### config.mk
export PLATFORM = sky130hd
export DESIGN_NAME = seg7_scan_ctrl_flat
export DESIGN_NICKNAME = d
export VERILOG_FILES = /design/src/rtl/seg7_scan_ctrl_if.sv /design/src/rtl/seg7_scan_ctrl.sv /design/src/flat_wrapper.sv
export SDC_FILE = /design/constraint.sdc
export NUM_CORES = 1
export LEC_CHECK = 0
export ABC_CLOCK_PERIOD_IN_PS = 2620
export BUFFER_PORTS_ARGS = -buffer_cell sky130_fd_sc_hd__buf_4
export CORE_MARGIN = 5
export CORE_UTILIZATION = 53
export CTS_CLUSTER_SIZE = 24
export DETAILED_ROUTE_END_ITERATION = 8
export GPL_TIMING_DRIVEN = 0
export PLACE_DENSITY = 0.76
export SYNTH_ARGS = -nofsm -noshare
export SYNTH_HDL_FRONTEND = slang
export SYNTH_SLANG_ARGS = --single-unit
### constraint.sdc
create_clock -name clk -period 2.62 [get_ports clk]
set_clock_uncertainty 0.15 [all_clocks]
set_input_delay 0.393 -clock clk [delete_from_list [all_inputs] [get_ports clk]]
set_output_delay 0.393 -clock clk [all_outputs]
set_load 0.01 [all_outputs]
### src/rtl/seg7_scan_ctrl_if.sv
// seg7_scan_ctrl_if: write port, digit enables and display pin bundle for seg7_scan_ctrl
interface seg7_scan_ctrl_if #(
    parameter int NUM_DIGITS = 8
);
    localparam int AW = $clog2(NUM_DIGITS);
    logic                  wr_en;
    logic [AW-1:0]         wr_addr;
    logic [3:0]            wr_data;
    logic [NUM_DIGITS-1:0] digit_en;
    logic [6:0]            segments;
    logic [NUM_DIGITS-1:0] anode;
    logic                  frame_tick;
    modport master (
        output wr_en, wr_addr, wr_data, digit_en,
        input  segments, anode, frame_tick
    );
    modport slave (
        input  wr_en, wr_addr, wr_data, digit_en,
        output segments, anode, frame_tick
    );
endinterface

### src/rtl/seg7_scan_ctrl.sv
// seg7_scan_ctrl: time-multiplexed N-digit seven-segment scan controller with hex register file
// Optional leading-zero suppression is enabled by defining SEG7_LZ_BLANK_EN.
module seg7_scan_ctrl #(
    parameter int NUM_DIGITS  = 8,
    parameter int REFRESH_DIV = 100000
) (
    input logic             clk,
    input logic             rst,
    seg7_scan_ctrl_if.slave bus
);
    localparam int AW = $clog2(NUM_DIGITS);
    localparam int CW = $clog2(REFRESH_DIV);
    localparam logic [CW-1:0] CNT_LAST = CW'(REFRESH_DIV - 1);
    localparam logic [AW-1:0] IDX_LAST = AW'(NUM_DIGITS - 1);
    localparam logic [6:0] SEG_LUT [16] = '{
        7'b1000000, 7'b1111001, 7'b0100100, 7'b0110000,
        7'b0011001, 7'b0010010, 7'b0000010, 7'b1111000,
        7'b0000000, 7'b0010000, 7'b0001000, 7'b0000011,
        7'b1000110, 7'b0100001, 7'b0000110, 7'b0001110
    };

    logic [3:0]            digits [NUM_DIGITS];
    logic [CW-1:0]         cnt;
    logic [AW-1:0]         idx;
    logic [NUM_DIGITS-1:0] blank;
    logic [6:0]            seg_next;
    logic                  wr_hit;
    logic                  dwell_end;

    assign wr_hit    = bus.wr_en && 32'(bus.wr_addr) < NUM_DIGITS;
    assign dwell_end = cnt == CNT_LAST;
    assign seg_next  = blank[idx] ? 7'h7F : SEG_LUT[digits[idx]];

`ifdef SEG7_LZ_BLANK_EN
    logic zero_run;
    // blank[k] is set while digit k and every digit above it hold zero; digit 0 always shows
    always_comb begin
        blank    = '0;
        zero_run = 1'b1;
        for (int k = NUM_DIGITS - 1; k > 0; k--) begin
            zero_run = zero_run && digits[k] == 4'd0;
            blank[k] = zero_run;
        end
    end
`else
    assign blank = '0;
`endif

    // register file write port; addresses beyond the last digit are dropped
    always_ff @(posedge clk or posedge rst) begin
        if (rst) begin
            for (int i = 0; i < NUM_DIGITS; i++) digits[i] <= 4'd0;
        end else if (wr_hit) begin
            digits[bus.wr_addr] <= bus.wr_data;
        end
    end

    // refresh divider, scan index and registered pin drive from the pre-advance index
    always_ff @(posedge clk or posedge rst) begin
        if (rst) begin
            cnt            <= '0;
            idx            <= '0;
            bus.segments   <= 7'h7F;
            bus.anode      <= '1;
            bus.frame_tick <= 1'b0;
        end else begin
            cnt            <= dwell_end ? '0 : cnt + 1'b1;
            idx            <= dwell_end ? (idx == IDX_LAST ? '0 : idx + 1'b1) : idx;
            bus.frame_tick <= dwell_end && idx == IDX_LAST;
            bus.segments   <= seg_next;
            bus.anode      <= bus.digit_en[idx] ? ~(NUM_DIGITS'(1) << idx) : '1;
        end
    end
endmodule

### src/flat_wrapper.sv
// flat-port wrapper written by rule: the top's interface ports become plain ports
module seg7_scan_ctrl_flat 
#(
    parameter int NUM_DIGITS  = 8,
    parameter int REFRESH_DIV = 100000
)
  (clk, rst, bus_wr_en, bus_wr_addr, bus_wr_data, bus_digit_en, bus_segments, bus_anode, bus_frame_tick);
  seg7_scan_ctrl_if #(.NUM_DIGITS(NUM_DIGITS)) bus_i ();
  input logic clk;
  input logic rst;
  input wire logic [$bits(bus_i.wr_en)-1:0] bus_wr_en;
  input wire logic [$bits(bus_i.wr_addr)-1:0] bus_wr_addr;
  input wire logic [$bits(bus_i.wr_data)-1:0] bus_wr_data;
  input wire logic [$bits(bus_i.digit_en)-1:0] bus_digit_en;
  output wire logic [$bits(bus_i.segments)-1:0] bus_segments;
  output wire logic [$bits(bus_i.anode)-1:0] bus_anode;
  output wire logic [$bits(bus_i.frame_tick)-1:0] bus_frame_tick;
  assign bus_i.wr_en = bus_wr_en;
  assign bus_i.wr_addr = bus_wr_addr;
  assign bus_i.wr_data = bus_wr_data;
  assign bus_i.digit_en = bus_digit_en;
  assign bus_segments = bus_i.segments;
  assign bus_anode = bus_i.anode;
  assign bus_frame_tick = bus_i.frame_tick;
  seg7_scan_ctrl #(.NUM_DIGITS(NUM_DIGITS), .REFRESH_DIV(REFRESH_DIV)) u_core (.clk(clk), .rst(rst), .bus(bus_i));
endmodule
==> flow_metrics.py, run 1 <==
metrics = {
    "status": {
        "status": "complete, no violations",
    },
    "global_routing": {
        "antenna_found_initial": 0,
        "grt_overflow": 0,
        "track_usage": 0.1684,
        "grt_pass1_wl_um": 9853,
        "grt_pass1_vias": 2015,
        "grt_max_degree": 41,
    },
    "sta": {
        "slew_viol_final": 0,
        "rsz0062_at_grt": "yes",
        "tns_ps": 0,
        "worst_pin_slew_ps": 820.3,
        "fmaxAchievable_mhz": 402.1,
        "fin_crit_sh": 0.9491,
        "finalSetupViolCount": 0,
        "layout_min_cycle_time_ps": 2487,
        "slew-limit-headroom": 0.4523,
        "setup_ws_ps": 133.3,
        "hold_violations": 0,
    },
    "synth": {
        "synth_top_area_share": 0.4032,
        "synth_top_family_by_area": "multiplexers",
        "synth_warnings": 0,
        "synth_xor_area_frac": 0.03728,
        "synth_nets": 271,
        "synth.avg_cell_area_um2": 13.71,
        "ys_seq_area_frac": 0.5230,
        "yosys-top-cells-area": "dfrtp_1 (40%), mux2_2 (12%), dfstp_2 (12%), mux4_1 (7.2%), ha_1 (4.9%)",
        "synthMuxAreaShare": 0.2431,
        "synth_compound_area_frac": 0.02358,
        "yosysTopAreaCell": "dfrtp_1",
        "yosys.area_share.adder": 0.04945,
        "syn-cell-area_um2": 3289,
        "synth-main-ff-cell": "dfrtp_1",
        "async_flop_share": 1.000,
        "synthCells": 240,
        "synth_simple_gate_area_frac": 0.1038,
        "ys_ff_latch": 68,
        "ys_types": 37,
        "synth-edff-count": 0,
    },
    "floorplan": {
        "io_pins": 34,
        "dieArea_um2": 7882,
        "initial_utilization": 0.5491,
        "die_h_um": 88.78,
        "num_rows": 28,
        "dieWidth_um": 88.78,
        "core_um2": 5991,
    },
    "setup_path": {
        "critPathMaxStageDelay_ps": 600,
        "worstPathMaxFanout": 10,
        "crit_path_cell_trace": "buf_8 -> mux4_1 -> mux2i_4 -> inv_1 -> ha_1 -> and3_1 -> a211o_1",
        "worst_r2r_startpoint": "u_core.idx[0]$_DFFE_PP0N_",
        "worstRegToRegCells": 7,
        "crit_slowest_cell": "mux4_1",
        "path_class": "reg -> reg",
        "cp_num_buf_inv": 2,
        "r2r_setup_slack_ps": 130,
        "start_kind": "flop",
        "critPathCaptureType": "flop",
        "r2r_end": "u_core.bus.segments[0]$_DFF_PP1_",
        "cp.arrival_ps": 2610,
        "crit_family": "multiplexers",
        "cp.required_ps": 2740,
    },
    "layout": {
        "layout.nets": 319,
        "drive_gt1_frac": 0.3973,
        "area_growth_pct": 18.94,
        "diodes": 0,
    },
    "place": {
        "pre_cts_slack_ps": -229.9,
        "gp_congestion": 0.8030,
        "io_buffers": 33,
        "hpwl_um": 4056,
    },
    "routing": {
        "via_per_inst": 5.540,
        "wirelength_um": 5871,
        "drc": 0,
        "wl_per_cell_um": 16.00,
        "drtIter0Drc": 103,
        "final_antenna_net_count": 0,
        "vias": 2033,
        "dr.pass1.iters": 4,
    },
    "power_and_ir_drop": {
        "peakVddDrop_uv": 391.9,
        "pwr-share-seq": 0.476,
        "p_clk_frac": 0.336,
        "switching_share": 0.2465,
        "p_per_area_nw_per_um2": 691.5,
        "leakage_uw": 0.001719,
        "switchingPower_uw": 666.8,
        "power_uw": 2706,
        "combinationalPowerShare": 0.188,
        "internal-power_uw": 2039,
    },
    "clock_tree": {
        "path_clk_slew_ps": 70,
        "cts_root_buf": "clkbuf_8",
        "htreeDepth": 3,
        "insertion_delay_ps": 340,
        "cts_num_sinks": 68,
        "numCtsBuffers": 9,
        "clk_path_buf_depth": 2,
        "tritoncts": "built",
    },
    "job": {
        "cap_violations": 0,
    },
    "worst_hold_path": {
        "hp-class": "in -> async",
    },
}
registers in the layout, summed over array words and instances (netlist names):
signal / cells
u_core.digits: 32
u_core.bus.anode: 8
u_core.cnt: 17
u_core.bus.segments: 7
u_core.bus.frame_tick: 1
u_core.idx: 3
cell usage in the layout, fill, tap and decap left out, drive strengths merged:
cell type,synthesis,final
a21oi,2,2
o2bb2ai,1,1
xnor2,6,6
ha,13,13
nand3,9,9
o21ai,5,5
inv,9,9
mux4,10,10
dfrtp,53,53
nand2b,2,2
and3,1,1
nor2b,1,1
mux2,36,36
xor2,8,8
clkbuf,2,11
nand2,11,11
and2,4,4
bufinv,0,2
mux2i,11,11
nor3,3,3
nor3b,3,3
o31ai,2,2
nor2,11,11
clkinv,0,4
or3,3,3
nand4b,3,3
or4,1,1
and4,3,3
nor4bb,1,1
nand4,6,6
a211o,1,1
a22o,1,1
dfstp,15,15
buf,3,40
what timing repair did:
item,in CTS,in global routing
resized for setup,4,3
pin swaps,0,0
endpoints found under the setup margin,7,7
endpoints found under the hold margin,0,0
hold buffers,0,0
setup buffers,0,3
worst max-delay path by stage:
stage / start / to / cells past startpoint
4_1_cts: u_core.idx[0]$_DFFE_PP0N_ / u_core.bus.segments[0]$_DFF_PP1_ / 7
6_report: u_core.idx[0]$_DFFE_PP0N_ / u_core.bus.segments[0]$_DFF_PP1_ / 7
5_1_grt: u_core.idx[0]$_DFFE_PP0N_ / u_core.bus.segments[5]$_DFF_PP1_ / 8
3_3_place_gp: rst / u_core.bus.frame_tick$_DFF_PP0_ / 2
2_1_floorplan: u_core.idx[0]$_DFFE_PP0N_ / u_core.bus.segments[0]$_DFF_PP1_ / 7
3_5_place_dp: u_core.idx[0]$_DFFE_PP0N_ / u_core.bus.segments[5]$_DFF_PP1_ / 8
cell usage after synthesis, types with 2 or more instances:
library cell / number
dfrtp_1: 53
mux2_2: 36
dfstp_2: 15
ha_1: 13
nand2_1: 11
nor2_1: 11
mux2i_1: 9
mux4_1: 9
nand3_1: 9
inv_1: 8
xor2_1: 8
nand4_1: 6
xnor2_1: 6
o21ai_0: 5
and2_1: 4
and4_1: 3
nand4b_1: 3
nor3_1: 3
nor3b_1: 3
or3_1: 3
a21oi_1: 2
clkbuf_1: 2
mux2i_4: 2
nand2b_1: 2
o31ai_1: 2
cells by family after synthesis:
logic type,Yosys count
mux,57
compound gates,12
fa+ha+maj,13
flops,68
xor+xnor,14
buf+inv,14
simple gates,62
routing by layer:
| layer | GRT usage | wire length, um | up-vias |
|---|---|---|---|
| met5 | 0 | 0 | - |
| met4 | 0.07830 | 102 | 0 |
| met3 | 0.03724 | 319 | 9 |
| met2 | 0.2510 | 2620 | 53 |
| met1 | 0.2354 | 2828 | 997 |
| li1 | - | - | 974 |
power by group through the flow:
stage / combinational (uW) / sequential (uW) / clock, uW
floorplan: 315 / 1310 / 0
global placement: 471 / 1300 / 0
detailed placement: 484 / 1310 / 0
CTS: 500 / 1290 / 926
global route: 568 / 1300 / 979
finish: 509 / 1290 / 909
cell type report:
cell class | count | area [um^2]
Buffer | 5 | 35.03
Clock buffer | 9 | 123.9
Clock inverter | 6 | 80.08
Fill cell | 439 | 2078
Inverter | 9 | 33.78
Multi-Input combinational cell | 158 | 1534
Sequential cell | 68 | 1722
Tap cell | 75 | 93.84
Timing Repair Buffer | 37 | 290.3
through the flow:
stage	hold WS (ps)	instance area, um^2	util	instances
global route	145.5	3913	0.6531	367
global placement	325.9	3631	0.6061	348
detailed placement	331.6	3651	0.6094	349
finish	71.86	3913	0.6531	367
CTS	99.16	3880	0.6477	364
floorplan	297.9	3289	-	240
(Power assumes the default switching activity.)
==> run 2, diff against run 1 <==
- BUFFER_PORTS_ARGS: -buffer_cell sky130_fd_sc_hd__buf_4 -> not set
- CORE_UTILIZATION: 53 -> 55
- DONT_BUFFER_PORTS: not set -> 1
- PLACE_DENSITY: 0.76 -> 0.73
==> run 2 against run 1 <==
  * Clock-buffer cell count is the same
  * Sequential share of layout area up 2.0 points
  * Largest power group unchanged
  * Routed wire length grew 2.9%
  * First-iteration DRC count is 19% lower
  * Worst setup slack improved by 75 ps
  * Highest routed layer unchanged
  * Worst hold slack got worse by 25 ps
  * Register-to-register slack better by 70 ps
  * Die area is 3.2% lower
  * Utilization shrank 1.4 points
  * Sequential power is essentially flat
==> flow_metrics.py, run 2 (same netlist as run 1, synthesis figures left out) <==
metrics = {
    "setup_path": {
        "start_kind": "flop",
        "path_class": "reg -> reg",
        "cp.arrival_ps": 2530,
        "cp.required_ps": 2740,
        "worstPathMaxFanout": 10,
        "critPathCaptureType": "flop",
    },
    "place": {
        "pre_cts_slack_ps": -318.7,
        "io_buffers": 0,
        "hpwl_um": 4024,
        "gp_congestion": 0.7562,
    },
    "layout": {
        "top_register": "u_core.digits",
        "layout.nets": 288,
        "register_area_um2": 1722,
        "drive_gt1_frac": 0.3244,
        "most-common-layout-cells": "dfrtp_1 (52), mux2_2 (36), dfstp_2 (15), ha_1 (13)",
        "diodes": 0,
        "largest_reg_flops": 32,
        "reg_top3": "u_core.digits: 32 flops, u_core.cnt: 17 flops, u_core.bus.anode: 8 flops",
        "fillers": 415,
        "area_growth_pct": 13.73,
        "multi_input_area_um2": 1529,
        "layout_commonest_cell": "dfrtp_1",
    },
    "sta": {
        "slew-limit-headroom": 0.4478,
        "worst_pin_slew_ps": 826.6,
        "finalSetupViolCount": 0,
        "holdWs_ps": 47.09,
        "fin_crit_sh": 0.9206,
        "slew_viol_final": 0,
        "layout_min_cycle_time_ps": 2412,
        "setup_ws_ps": 208.0,
        "hold_violations": 0,
        "fmaxAchievable_mhz": 414.6,
        "rsz0062_at_grt": "no",
    },
    "floorplan": {
        "dieArea_um2": 7627,
        "dieWidth_um": 87.34,
        "initial_utilization": 0.5622,
        "core_um2": 5851,
        "io_pins": 34,
        "num_rows": 28,
        "die_h_um": 87.34,
    },
    "clock_tree": {
        "tritoncts": "built",
        "cts_num_sinks": 68,
        "numCtsBuffers": 9,
        "path_clk_slew_ps": 80,
        "htreeDepth": 3,
        "clk_path_buf_depth": 2,
        "insertion_delay_ps": 330,
        "cts_root_buf": "clkbuf_8",
    },
    "routing": {
        "wirelength_um": 6043,
        "wl_per_cell_um": 17.93,
        "dr.pass1.iters": 4,
        "drtIter0Drc": 83,
        "vias": 1961,
        "drc": 0,
        "via_per_inst": 5.819,
        "final_antenna_net_count": 0,
    },
    "job": {
        "cap_violations": 0,
    },
    "global_routing": {
        "track_usage": 0.1748,
        "grt_overflow": 0,
        "antenna_found_initial": 0,
        "grt_max_degree": 36,
        "grt_pass1_wl_um": 9901,
        "grt_pass1_vias": 2005,
    },
    "power_and_ir_drop": {
        "leakage_uw": 0.001600,
        "p_per_area_nw_per_um2": 768.4,
        "peakVddDrop_uv": 698.3,
    },
    "worst_hold_path": {
        "hp-class": "in -> reg",
    },
    "status": {
        "status": "complete, no violations",
    },
}
==> run 2: final timing paths <==
path,startpoint,to,slack [ps],depth (start not counted)
max in group asynchronous,rst,u_core.bus.anode[6]$_DFF_PP1_,1130,3
min reg2reg,u_core.cnt[0]$_DFF_PP0_,u_core.cnt[0]$_DFF_PP0_,340,1
max reg2reg,u_core.idx[0]$_DFFE_PP0N_,u_core.bus.segments[5]$_DFF_PP1_,210,8
min in group asynchronous,rst,u_core.digits[17]$_DFFE_PP0P_,500,2
max,u_core.idx[0]$_DFFE_PP0N_,u_core.bus.segments[5]$_DFF_PP1_,210,8
min,bus_wr_data[2],u_core.digits[10]$_DFFE_PP0P_,50,1
==> run 2: worst max-delay path, stage by stage, from the launching register on <==
cell and delay, ps:
dfrtp_2 380, buf_6 170, mux4_1 630, mux2i_4 260, inv_1 100, ha_1 240, inv_1 80, mux2i_1 60
a22o_2 270
==> run 2: per-layer routing <==
layer  track usage  wire length [um]
met4       0.05858                51
met1        0.2318              2689
met5             0                 0
met3       0.05866               326
met2        0.2699              2976
==> run 2: report_power, final <==
| part | switching, uW | internal, uW | total, uW | leakage, uW |
|---|---|---|---|---|
| sequential | 85.0 | 1230 | 1310 | 0.000819 |
| clock | 417 | 735 | 1150 | 0.000134 |
| combinational | 185 | 224 | 409 | 0.000648 |
| total | 687 | 2190 | 2870 | 0.00160 |
==> run 2: layout make-up <==
cell class                 instances  area share
sequential                        68      0.4602
multi-input combinational        158      0.4087
clock inverter                     7     0.03913
clock buffer                       9     0.03311
tap                               75     0.02508
timing repair buffer               6     0.01605
inverter                           9    0.009030
buffer                             5    0.008696
==> run 2: timing repair <==
action / 4_1_cts / 5_1_grt
setup buffers: 0 / 4
setup endpoints to repair: 7 / 4
hold endpoints to repair: 27 / 0
hold buffers: 1 / 0
gates resized for setup: 7 / 0
==> run 2: through the flow <==
| step | utilization | power, uW | instances | area [um^2] | setup TNS [ps] |
|---|---|---|---|---|---|
| 2_1_floorplan | - | 1624 | 240 | 3289 | 0 |
| 3_3_place_gp | 0.5783 | 1693 | 315 | 3383 | -16600 |
| 3_5_place_dp | 0.5817 | 1712 | 316 | 3403 | -1701 |
| 4_1_cts | 0.6343 | 2888 | 333 | 3711 | 0 |
| 5_1_grt | 0.6394 | 3003 | 337 | 3741 | 0 |
| 6_report | 0.6394 | 2875 | 337 | 3741 | 0 |
